<file path="config.mk">
export PLATFORM = sky130hd
export DESIGN_NAME = periph_reg_target
export DESIGN_NICKNAME = d
export VERILOG_FILES = /design/src/rtl/periph_reg_target.sv
export SDC_FILE = /design/constraint.sdc
export NUM_CORES = 1
export LEC_CHECK = 0
export CORE_ASPECT_RATIO = 0.6
export CORE_MARGIN = 1.5
export CORE_UTILIZATION = 56
export CTS_BUF_LIST = sky130_fd_sc_hd__clkbuf_16
export CTS_CLUSTER_SIZE = 30
export DETAILED_ROUTE_END_ITERATION = 10
export GPL_TIMING_DRIVEN = 0
export PLACE_DENSITY = 0.79
export SLEW_MARGIN = 10
export SYNTH_ARGS = -nofsm -noshare
export SYNTH_HDL_FRONTEND = slang
export SYNTH_SLANG_ARGS = --single-unit
</file>
<file path="constraint.sdc">
create_clock -name clk_i -period 2.19 [get_ports clk_i]
set_input_delay 0.219 -clock clk_i [delete_from_list [all_inputs] [get_ports clk_i]]
set_output_delay 0.219 -clock clk_i [all_outputs]
set_load 0.01 [all_outputs]
</file>
<file path="src/rtl/periph_reg_target.sv">
// periph_reg_target: register-file target with grant wait states and a fixed-latency response pipeline
// Ports: clk_i/rst_ni clock and sync active-low reset; req_i/add_i/wen_i/wdata_i/be_i/id_i request side;
//        gnt_o request accepted this cycle; r_valid_o/r_rdata_o/r_opc_o/r_id_o response side.
module periph_reg_target #(
  parameter int ADDR_WIDTH = 32,
  parameter int DATA_WIDTH = 32,
  parameter int ID_WIDTH = 9,
  parameter int NB_REGS = 8,
  parameter int WAIT_CYCLES = 0,
  parameter int RESP_LATENCY = 1,
  parameter logic [DATA_WIDTH-1:0] ID_VALUE = 32'hCA1B_0001
) (
  input  logic                    clk_i,
  input  logic                    rst_ni,
  input  logic                    req_i,
  input  logic [ADDR_WIDTH-1:0]   add_i,
  input  logic                    wen_i,
  input  logic [DATA_WIDTH-1:0]   wdata_i,
  input  logic [DATA_WIDTH/8-1:0] be_i,
  input  logic [ID_WIDTH-1:0]     id_i,
  output logic                    gnt_o,
  output logic                    r_valid_o,
  output logic [DATA_WIDTH-1:0]   r_rdata_o,
  output logic                    r_opc_o,
  output logic [ID_WIDTH-1:0]     r_id_o
);
  localparam int IW = (NB_REGS > 1) ? $clog2(NB_REGS) : 1;
  localparam int EW = 2 + ID_WIDTH + DATA_WIDTH;
  typedef enum logic {IDLE, WAIT} state_e;
  state_e state_q, state_d;
  logic [3:0] cnt_q, cnt_d;
  logic [DATA_WIDTH-1:0] regs_q [NB_REGS];
  logic [DATA_WIDTH-1:0] regs_d [NB_REGS];
  logic [EW-1:0] pipe_q [RESP_LATENCY];
  logic [EW-1:0] pipe_d [RESP_LATENCY];
  logic [7:0] idx;
  logic err, acc;
  logic [DATA_WIDTH-1:0] rd_val;
  logic unused_addr;
  assign idx = add_i[9:2];
  assign unused_addr = ^add_i[ADDR_WIDTH-1:10];
  assign err = (add_i[1:0] != 2'b00) | ({1'b0, idx} >= 9'(NB_REGS)) | (!wen_i && idx == 8'd0);
  assign rd_val = (idx == 8'd0) ? ID_VALUE : regs_q[idx[IW-1:0]];
  assign acc = req_i & gnt_o;
  // Grant FSM: with no wait states the grant is a pass-through of req_i.
  always_comb begin
    state_d = state_q;
    cnt_d = cnt_q;
    gnt_o = 1'b0;
    if (rst_ni) begin
      if (WAIT_CYCLES == 0) gnt_o = req_i;
      else if (state_q == IDLE) begin
        if (req_i) begin
          state_d = WAIT;
          cnt_d = 4'(WAIT_CYCLES - 1);
        end
      end else if (!req_i) begin
        state_d = IDLE;
        cnt_d = 4'd0;
      end else if (cnt_q != 4'd0) cnt_d = cnt_q - 4'd1;
      else begin
        gnt_o = 1'b1;
        state_d = IDLE;
      end
    end
  end
  // Reads sample regs_q before the same-edge write lands; payload is zero unless valid.
  always_comb begin
    regs_d = regs_q;
    if (acc && !err && !wen_i)
      for (int b = 0; b < DATA_WIDTH/8; b++)
        if (be_i[b]) regs_d[idx[IW-1:0]][8*b +: 8] = wdata_i[8*b +: 8];
    pipe_d[0] = acc ? {1'b1, err, id_i, (!err && wen_i) ? rd_val : {DATA_WIDTH{1'b0}}} : '0;
    for (int i = 1; i < RESP_LATENCY; i++) pipe_d[i] = pipe_q[i-1];
  end
  always_ff @(posedge clk_i) begin
    if (!rst_ni) begin
      state_q <= IDLE;
      cnt_q <= 4'd0;
      for (int i = 0; i < NB_REGS; i++) regs_q[i] <= '0;
      for (int i = 0; i < RESP_LATENCY; i++) pipe_q[i] <= '0;
    end else begin
      state_q <= state_d;
      cnt_q <= cnt_d;
      regs_q <= regs_d;
      pipe_q <= pipe_d;
    end
  end
  assign {r_valid_o, r_opc_o, r_id_o, r_rdata_o} = pipe_q[RESP_LATENCY-1];
endmodule

</file>
# Word level (Yosys, flattened, before mapping)
# Cells that the tools add are included.
word_totals:
  output_inout_bits: 44
  input_bits: 81
  regBits: 299
  elab_cells: 60
classes:
  mux: 26
  reduce_logical: 12
  bitwise: 7
  order_cmp: 3
ops:
  columns: ["operator", "count"]
  rows:
  - ["$mux 256", 7]
  - ["$bwmux 256", 4]
  - ["$demux 32 s3", 4]
  - ["$mux 32", 5]
  - ["$bmux 32 s3", 1]
  - ["$mux 43", 1]
  - ["$mux 24", 1]
  - ["$mux 16", 1]
  - ["$ge 8x4->1 const B", 1]
  - ["$logic_not 8->1", 1]
  - ["$mux 8", 1]
  - ["$logic_and 1x1->1", 5]
  - ["$ge 4x4->1 const B", 1]
  - ["$lt 4x1->1 const B", 1]
  - ["$not 3->4", 1]
  - ["$reduce_or 4->1", 1]
  - ["$not 1->1", 3]
  - ["$reduce_and 3->1", 1]
  - ["$logic_not 1->1", 2]
  - ["$or 1x1->1", 2]
  - ["$reduce_and 2->1", 1]
  - ["$reduce_bool 2->1", 1]
  - ["$and 1x1->1", 1]
  - ["$mux 1", 1]

# Depth between registers and ports, before layout
depth:
  word_depth: 16
  mapped_depth: 7
  ltp_nobuf: 4

# Least setup slack after synthesis
# Ideal clock, no wire load.
synth_path:
  path_kind: "in2reg"
  from: "input add_i[3]"
  to: "register pipe_q[4] in the netlist's numbering"
  stages: 6
  path_slack_ps: 584
  required_time_ps: 2116
  arrival_ps: 1532
  cell_sequence: "buf_2 -> buf_2 -> nor3_2 -> clkbuf_1 -> a221oi_1 -> a31oi_1"
synth_via:
  elab_chain_cells: 7
synth_rtl:
  columns: ["element", "line_no", "text"]
  rows:
  - ["start: declaration", "16", "input logic [ADDR_WIDTH-1:0] add_i,"]
  - ["$ge 8x4->1 or $logic_not 8->1 (tied branches)", "42, 43", null]
  - ["$or 1x1->1 or $logic_and 1x1->1 (tied branches)", "42", "assign err = (add_i[1:0] != 2'b00) | ({1'b0, idx} >= 9'(NB_REGS)) | (!wen_i && idx == 8'd0);"]
  - ["$or 1x1->1", "42", null]
  - ["$logic_not 1->1", "73", "pipe_d[0] = acc ? {1'b1, err, id_i, (!err && wen_i) ? rd_val : {DATA_WIDTH{1'b0}}} : '0;"]
  - ["$logic_and 1x1->1", "73", null]
  - ["$not 1->1 (no line)", null, null]
  - ["$reduce_or 4->1 (no line)", null, null]
  - ["end signal: assignment", "86", "pipe_q <= pipe_d;"]
  - ["end: declaration", "34", "logic [EW-1:0] pipe_q [RESP_LATENCY];"]
# Several ways; a longest one is shown, not always the timed one. The select of a mux whose other input is x is not followed.
# A chain may end at the register's enable or synchronous reset.

# Final worst setup path
layout_path:
  from: "input add_i[2]"
  to: "register regs_q[161] in the netlist's numbering"
layout_via:
  elab_chain_cells: 16
layout_rtl:
  columns: ["element", "line_no", "text"]
  rows:
  - ["$not 3->4 (implied by the code)", "72", "if (be_i[b]) regs_d[idx[IW-1:0]][8*b +: 8] = wdata_i[8*b +: 8];"]
  - ["$ge 4x4->1 (implied by the code) or $lt 4x1->1 (tied branches)", "72", null]
  - ["$logic_and 1x1->1 (implied by the code)", "72", null]
  - ["$mux 8 (implied by the code)", "72", null]
  - ["$demux 32 s3", "72", null]
  - ["$bwmux 256", "72", null]
  - ["$mux 256", "72", null]
  - ["$mux 256", "70", "if (acc && !err && !wen_i)"]
  - ["$bwmux 256", "72", null]
  - ["$mux 256", "72", null]
  - ["$mux 256", "70", null]
  - ["$bwmux 256", "72", null]
  - ["$mux 256", "72", null]
  - ["$mux 256", "70", null]
  - ["$bwmux 256", "72", null]
  - ["$mux 256", "72", null]
  - ["end signal: assignment", "85", "regs_q <= regs_d;"]
  - ["end: declaration", "32", "logic [DATA_WIDTH-1:0] regs_q [NB_REGS];"]
# Several ways; a longest one is shown, not always the timed one. The select of a mux whose other input is x is not followed.

==> results.toml <==
[clocking]
clk_latency_ns = 0.54
cts_buffer_depth = 3
cts_sinks = 297
cts-root-buf = "clkbuf_16"
cts_buffers = 26
cts_tree = "yes"
cts.htree.levels = 1
clk_pin_slew_worst_paths_ns = 0.07

[synthesis]
synth_edf_count = 0
ys_async_sr_fraction_pct = 0
yosys_warnings = 0
synthDistinctLibCells = 43
syn-cell-area_um2 = 11700
syn_nets = 1226
synthCells = 1145
ys_seq_elements = 297
seq_area_frac_synth_pct = 50.8
synth_flop_cell = "dfxtp_1"
avgSynthCellArea_um2 = 10.2

[detailed_routing]
wirelength_um = 36900
detail-route-antenna-nets = 0
drc = 0
wl_per_cell_um = 23.5
drtPass1Iterations = 5
via_per_inst = 6.16
vias = 9672
drt_iter0_markers = 1066

[setup_path]
path_class = "primary input to flop"
cp_cell_sequence = "clkdlybuf4s50_1 > buf_2 > nor3b_2 > nand2_1 > nor2_2 > mux2i_1"
cp_top_family = "simple AND/OR/NAND/NOR gates"
cp_slowest_cell = "nor2_2"
start_kind = "primary input"
worst_ep_arrival_time_ns = 2.72
critPathCaptureType = "flop"
slowest_delay_ns = 0.70
cp_max_fo = 10
crit_buf_inv = 2
required_ns = 2.65

[layout]
area_delta_synth_final_pct = 20.0
diodes = 0
final_cell_area_um2 = 14100
drive_gt1_share_pct = 9.78
nets = 1360
post-route-util_pct = 69.3
final_cells = 1571

[timing]
grt_setup_unrepaired = "true"
worst_slew_pin_slew_ns = 0.857
maxSlewViolCount = 0
fin_skew_ns = 0.00741
setup_slack_ns = -0.0652
timing.fmax_mhz = 443
maxSlewHeadroom_pct = 42.9
period_minus_slack_ns = 2.26
hold_viol = 0
setup_viol = 14
tns_ns = -0.507
hold_slack_ns = 0.287
period_share_pct = 103

[power_and_ir_drop]
power_mw = 10.5
ir_drop_v = 0.000613
p_leak_nw = 4.70
p_per_area_nw_per_um2 = 749

[floorplan]
core_um2 = 20300
io_pins = 125
dieArea_um2 = 21800
chipHeight_um = 115
std_cell_rows = 40
dieWidth_um = 190
initial_core_util_pct = 57.8

[placed_design]
place_inst = 1520
placed_area_um2 = 13100
pre_cts_ws_ns = -1.21
gp_congestion = 0.870
dp_hpwl_um = 24400
portBuffers = 102

[hold_path]
hold_class = "primary input to flop"

[grt]
grt_pass1_vias = 9379
grtUsageTotal_pct = 33.5
antenna_found_initial = 0
grt_first_pass_wirelength_um = 55100
overflow = 0
grt_start_max_net_pins = 16

[outcome]
violations = "negative setup slack"
outcome = "complete, but fails checks"

[run]
max_cap_violations = 0
[final timing paths]
| kind | startpoint | to | cells after the start | slack, ns |
|---|---|---|---|---|
| min | id_i[3] | pipe_q[35] | 2 | 0.29 |
| max reg2reg | regs_q[31] | pipe_q[31] | 4 | 0.71 |
| max | add_i[2] | regs_q[161] | 6 | -0.07 |
| min reg2reg | regs_q[243] | regs_q[243] | 1 | 0.45 |
[Yosys cell counts (2+ instances only)]
cell      number  share of area [%]
dfxtp_1      297                 51
nand2_1      265                8.5
mux2i_1      233                 20
clkbuf_1      54                1.7
a22oi_1       46                2.9
and2_1        34                1.8
a221oi_1      30                2.2
a31oi_1       24                1.3
nor2_2        24                1.3
a22o_1        22                1.6
buf_2         16               0.68
and3_1        12               0.64
mux2_2        12                1.2
a21oi_1        8               0.34
o21ai_0        8               0.34
nor2_1         6               0.19
and3b_1        5               0.37
nor2b_1        5               0.27
a221o_1        4               0.34
nor2_4         4               0.38
nand4_2        3               0.32
nor3b_2        3               0.32
a21o_1         2               0.13
mux4_2         2               0.38
nand3_1        2              0.085
nand3b_1       2               0.13
nor3b_1        2               0.13
o2111a_1       2               0.19
o211ai_1       2               0.13
o21a_1         2               0.13
o31a_1         2               0.15
[report_power, final]
part           leakage (nW)  internal [mW]  switching (mW)  total [mW]
sequential             2.39           5.41         0.00211        5.41
combinational          1.89          0.195           0.421       0.616
clock                 0.416           2.46            2.04        4.50
[flip-flops by register name, summed over array words and instances (netlist names)]
signal / count
regs_q: 254
pipe_q: 43
[placed cells by master (no fill, tap or decap), types with 11 or more instances in the layout]
cell and count:
a221oi_1 30, a22o_1 22, a22oi_1 46, a31oi_1 24
and2_1 34, and3_1 12, buf_2 15, clkbuf_1 33
clkbuf_16 27, clkbuf_2 16, clkdlybuf4s50_1 102, dfxtp_1 297
mux2_2 12, mux2i_1 233, nand2_1 264, nor2_2 11
nor2_4 17
[cell families (layout without fill, tap and decap cells)]
group,Yosys count,count (layout),synth area share (%)
compound gates,155,155,10.1
buf+inv,71,224,2.45
flops,297,297,50.8
mux,247,247,21.5
simple gates,375,375,15.2
[routing by layer]
layer	wire length, um	global-route usage [%]	vias up
met1	16100	46.4	4712
met2	16000	51.3	569
met3	3900	9.13	83
met5	0	0	-
met4	858	10.1	0
li1	-	-	4308
[worst register-to-register path: stages, from the launching register on]
cell      delay, ns
dfxtp_1        0.32
mux2_2         0.28
a221o_1        0.31
a221oi_1       0.35
nor2_1         0.09
[final cells by class]
cell class	count	area (um2)
tap	273	342
inverter	1	3.75
sequential	297	5950
timing repair buffer	106	1060
clock buffer	27	676
fill	1575	6220
buffer	70	320
clock inverter	20	138
multi-input combinational	777	5560
[repair_timing]
action / CTS / global route
endpoints found under the setup margin: 52 / 106
hold endpoints to repair: 0 / 0
hold buffers: 0 / 0
buffers inserted: 3 / 1
pin swaps: 1 / 1
resized for setup: 20 / 40
(Power assumes the default switching activity.)
